**src/rtl/imem_loader.sv**
```systemverilog
// rtl/imem_loader.sv - byte-stream boot loader that writes 32-bit words into instruction RAM
// Holds the CPU in reset until a header/data/checksum stream has been loaded cleanly.
module imem_loader #(
  parameter int ADDR_W  = 8,
  parameter int TIMEOUT = 1000000
) (
  input  logic              clk,
  input  logic              rst_n,
  input  logic              start,
  input  logic [7:0]        rx_data,
  input  logic              rx_valid,
  output logic              rx_ready,
  output logic              we,
  output logic [ADDR_W-1:0] waddr,
  output logic [31:0]       wd,
  output logic              busy,
  output logic              done,
  output logic              error,
  output logic              cpu_rst_n
);

  localparam logic [2:0] S_IDLE  = 3'd0;
  localparam logic [2:0] S_HDR   = 3'd1;
  localparam logic [2:0] S_DATA  = 3'd2;
  localparam logic [2:0] S_WRITE = 3'd3;
  localparam logic [2:0] S_CHK   = 3'd4;
  localparam logic [2:0] S_DONE  = 3'd5;
  localparam logic [2:0] S_ERR   = 3'd6;

  // Word counters need one extra bit so a full-depth count (2**ADDR_W) is representable.
  localparam int CNT_W = (ADDR_W + 1 > 9) ? ADDR_W + 1 : 9;
  localparam logic [CNT_W-1:0] DEPTH = CNT_W'(2 ** ADDR_W);
  localparam logic [31:0] TMO_LAST = 32'(TIMEOUT - 1);

  logic [2:0]       state;
  logic [2:0]       next_state;
  logic [CNT_W-1:0] count;
  logic [CNT_W-1:0] idx;
  logic [CNT_W-1:0] hdr_count;
  logic [1:0]       bcnt;
  logic [7:0]       xor_acc;
  logic [31:0]      tcnt;
  logic             xfer;
  logic             tmo;
  logic             next_rx;
  logic             next_busy;

  assign xfer      = rx_valid & rx_ready;
  assign hdr_count = CNT_W'(rx_data) + CNT_W'(1);
  assign tmo       = (TIMEOUT != 0) && (tcnt == TMO_LAST);

  always_comb begin
    next_state = state;
    case (state)
      S_IDLE, S_DONE, S_ERR: begin
        if (start) next_state = S_HDR;
      end
      S_HDR: begin
        if (xfer)     next_state = (hdr_count > DEPTH) ? S_ERR : S_DATA;
        else if (tmo) next_state = S_ERR;
      end
      S_DATA: begin
        if (xfer) begin
          if (bcnt == 2'd3) next_state = S_WRITE;
        end else if (tmo) begin
          next_state = S_ERR;
        end
      end
      S_WRITE: begin
        next_state = (idx + CNT_W'(1) == count) ? S_CHK : S_DATA;
      end
      S_CHK: begin
        if (xfer)     next_state = (rx_data == xor_acc) ? S_DONE : S_ERR;
        else if (tmo) next_state = S_ERR;
      end
      default: next_state = S_IDLE;
    endcase
  end

  assign next_rx   = (next_state == S_HDR) || (next_state == S_DATA) || (next_state == S_CHK);
  assign next_busy = next_rx || (next_state == S_WRITE);

  // Outputs are registered from the next state so they line up with the state they describe.
  always_ff @(posedge clk or negedge rst_n) begin
    if (!rst_n) begin
      state     <= S_IDLE;
      rx_ready  <= 1'b0;
      we        <= 1'b0;
      waddr     <= '0;
      wd        <= '0;
      busy      <= 1'b0;
      done      <= 1'b0;
      error     <= 1'b0;
      cpu_rst_n <= 1'b0;
      count     <= '0;
      idx       <= '0;
      bcnt      <= '0;
      xor_acc   <= '0;
      tcnt      <= '0;
    end else begin
      state     <= next_state;
      rx_ready  <= next_rx;
      busy      <= next_busy;
      we        <= (next_state == S_WRITE);
      done      <= (next_state == S_DONE);
      error     <= (next_state == S_ERR);
      cpu_rst_n <= (next_state == S_IDLE) || (next_state == S_DONE);

      // Idle-cycle watchdog: restarts on every byte, frozen while the write slot is taken.
      case (state)
        S_HDR, S_DATA, S_CHK: tcnt <= xfer ? 32'd0 : tcnt + 32'd1;
        S_WRITE:              tcnt <= tcnt;
        default:              tcnt <= 32'd0;
      endcase

      case (state)
        S_IDLE, S_DONE, S_ERR: begin
          if (start) begin
            idx     <= '0;
            bcnt    <= '0;
            xor_acc <= '0;
          end
        end
        S_HDR: begin
          if (xfer) begin
            count   <= hdr_count;
            idx     <= '0;
            bcnt    <= '0;
            xor_acc <= '0;
          end
        end
        S_DATA: begin
          if (xfer) begin
            wd[{bcnt, 3'b000} +: 8] <= rx_data;
            xor_acc                 <= xor_acc ^ rx_data;
            bcnt                    <= bcnt + 2'd1;
            if (bcnt == 2'd3) waddr <= idx[ADDR_W-1:0];
          end
        end
        S_WRITE: begin
          idx <= idx + CNT_W'(1);
        end
        default: begin
        end
      endcase
    end
  end

endmodule

```
**config.mk**
```make
export PLATFORM = sky130hd
export DESIGN_NAME = imem_loader
export DESIGN_NICKNAME = d
export VERILOG_FILES = /design/src/rtl/imem_loader.sv
export SDC_FILE = /design/constraint.sdc
export NUM_CORES = 1
export LEC_CHECK = 0
export ABC_AREA = 1
export CORE_ASPECT_RATIO = 1.2
export CORE_UTILIZATION = 55
export DETAILED_ROUTE_END_ITERATION = 8
export PLACE_DENSITY = 0.8
export SKIP_LAST_GASP = 1
export SYNTH_ARGS = -nofsm -noshare
export SYNTH_HDL_FRONTEND = slang
export SYNTH_SLANG_ARGS = --single-unit
```
**constraint.sdc**
```tcl
create_clock -name clk -period 2.67 [get_ports clk]
set_input_delay 0.534 -clock clk [delete_from_list [all_inputs] [get_ports clk]]
set_output_delay 0.534 -clock clk [all_outputs]
set_load 0.01 [all_outputs]
```
==> results_dict.tcl <==
set metrics [dict create \
    clock_insertion_delay_worst_skew_ps 360 \
    synth_cell_types 40 \
    num_rows 40 \
    period_minus_slack_ps 2210 \
    relSlewSlack_pct 61.3 \
    area_growth_pct 19.5 \
    syn_area_per_cell_um2 7.86 \
    synth_fp_nets 758 \
    fin_crit_sh_pct 82.8 \
    routedWlPerCell_um 14.7 \
    outcome "complete, no violations" \
    grt_pass1_vias 5158 \
    power.density_nw_per_um2 795 \
    fin_nets 828 \
    clock-sinks 109 \
    drc 0 \
    path_class "in -> reg" \
    core_area_um2 10100 \
    yosys_warnings 0 \
    num_vias 5201 \
    fp.dieH_um 114 \
    grt-ovfl-total 0 \
    io_buffer_count 57 \
    dieArea_um2 10900 \
    final_cell_mix "nand2_1 (170), dfrtp_1 (109), inv_1 (84)" \
    clock_skew_ps 9.07 \
    layout_commonest_cell "nand2_1" \
    htreeDepth 3 \
    max_freq_mhz 452 \
    root_buffer "clkbuf_16" \
    path_clk_slew_ps 70 \
    grt_max_degree 50 \
    drive_gt1_share_pct 8.50 \
    setup_viol_count_final 0 \
    clk_path_buf_depth 2 \
    cts_resized 0 \
    crit_fanout 6 \
    drt_first_pass_iters 5 \
    gp_congestion 0.995 \
    wl_um 13800 \
    fill_cells 829 \
    die_w_um 95.7 \
    worst_pin_slew_ps 578 \
    setup_tns_ps 0 \
    initial_core_util_pct 57.3 \
    hold_ws_ps 119 \
    cts_setup_buffers 0 \
    hold_viol 0 \
    rsz0062_at_grt "false" \
    worst_setup_path_start_kind "input pin" \
    first_iter_violations 413 \
    peakVddDrop_mv 0.555 \
    antenna_found_initial 0 \
    antenna_left 0 \
    vias_per_cell 5.54 \
    gr-usage-all-layers_pct 27.5 \
    power_leakage_uw 0.00324 \
    drv_cap 0 \
    ys_ff_latch 109 \
    cp-end-kind "flop" \
    dp_hpwl_um 10000 \
    grt_pass1_wl_um 23400 \
    syn_inst 737 \
    hold_buffers 0 \
    cts_inserted_buffers 9 \
    io_pins 58 \
    report.final.slew_viol_count 0 \
    synth_seq_area_share_pct 47.1 \
    antenna_cells 0 \
    cts_tree "done" \
    hold_path.class "in -> async" \
    arrival_ps 2450 \
    netlist_area_um2 5790 \
    critPathRequiredTime_ps 2910 \
]
[flip-flops by register name, summed over array words and instances (netlist names)]
register	count
bcnt	2
busy	1
count	9
cpu_rst_n	1
done	1
error	1
idx	9
rx_ready	1
state	3
tcnt	32
waddr	8
wd	32
we	1
xor_acc	8
[metrics by stage]
| step | util (%) | cell area, um2 | instances | total power (uW) | setup WS [ps] |
|---|---|---|---|---|---|
| 2_1_floorplan | - | 5790 | 737 | 3350 | 734 |
| 3_3_place_gp | 65.2 | 6590 | 922 | 3960 | 190 |
| 3_5_place_dp | 65.2 | 6590 | 922 | 4030 | 113 |
| 4_1_cts | 68.4 | 6920 | 938 | 5490 | 477 |
| 5_1_grt | 68.4 | 6920 | 938 | 5830 | 252 |
| 6_report | 68.4 | 6920 | 938 | 5500 | 460 |
[logic make-up after synthesis]
family	after synthesis	synth area share (%)
AOI/OAI and AO/OA	118	11.5
xor gates and xnor gates	20	3.03
adders and majority gates	9	1.95
buffers and inverters	108	7.24
DFF	109	47.1
and+or+nand+nor	373	29.2
[final timing paths]
kind | startpoint | to | slack [ps] | depth (start not counted)
setup / recovery | rx_data[2] | busy | 460 | 16
hold / removal | rst_n | tcnt[0] | 120 | 1
setup reg to reg | state[0] | wd[27] | 490 | 7
hold reg to reg | waddr[1] | waddr[1] | 480 | 2
max in group asynchronous | rst_n | wd[9] | 1800 | 2
min in group clk | waddr[1] | waddr[1] | 480 | 2
[cell type report]
cell class / instances / area [um2] / area share [%]
Clock inverter: 5 / 82.6 / 1.19
Tap cell: 126 / 158 / 2.28
Multi-Input combinational cell: 520 / 2640 / 38.2
Timing Repair Buffer: 76 / 723 / 10.5
Sequential cell: 109 / 2730 / 39.4
Clock buffer: 11 / 243 / 3.51
Inverter: 91 / 342 / 4.94
[report_power, final]
| group | internal, uW | leakage (uW) | switching, uW |
|---|---|---|---|
| clock network | 852 | 0.000160 | 602 |
| registers | 1920 | 0.00147 | 213 |
| logic | 728 | 0.00160 | 1180 |
[worst max-delay path: stages]
cell and delay, ps:
clkdlybuf4s50_1 670, nand2_1 150, nor2_2 170, nand2_1 70, nand2_1 70, nand2_1 60, nor2_1 100, nand3_1 80
nand2_1 70, nand2_1 50, nand2_1 60, nand2_1 60, nand2_2 100, nand2_1 70, nand2_1 80, nand2_1 50
[cell usage after synthesis, drive strengths merged]
library cell	count	area (um2)
ha	9	113
buf	8	42.5
nand3	73	383
o21ai	69	364
o21bai	1	7.51
xor2	9	78.8
a31oi	6	52.6
dfrtp	109	2730
a22o	1	8.76
nand2	176	676
nor3b	4	30.0
inv	91	342
clkbuf	9	35.0
o21a	1	7.51
or2	2	15.0
o22ai	13	81.3
a211oi	1	7.51
a21oi	25	125
nor2	81	354
nand4	6	37.5
xnor2	11	96.3
nand3b	7	52.6
nor4	1	12.5
nor3	23	131
a2bb2oi	1	8.76
[routing by layer]
layer	track usage [%]	vias up	part of all wire, %
met1	35.9	2428	43
met3	4.38	46	5.6
met5	0	-	0
met2	44.0	187	48
met4	13.8	0	3.2
li1	-	2540	-
Power figures use the tool's default switching activity.
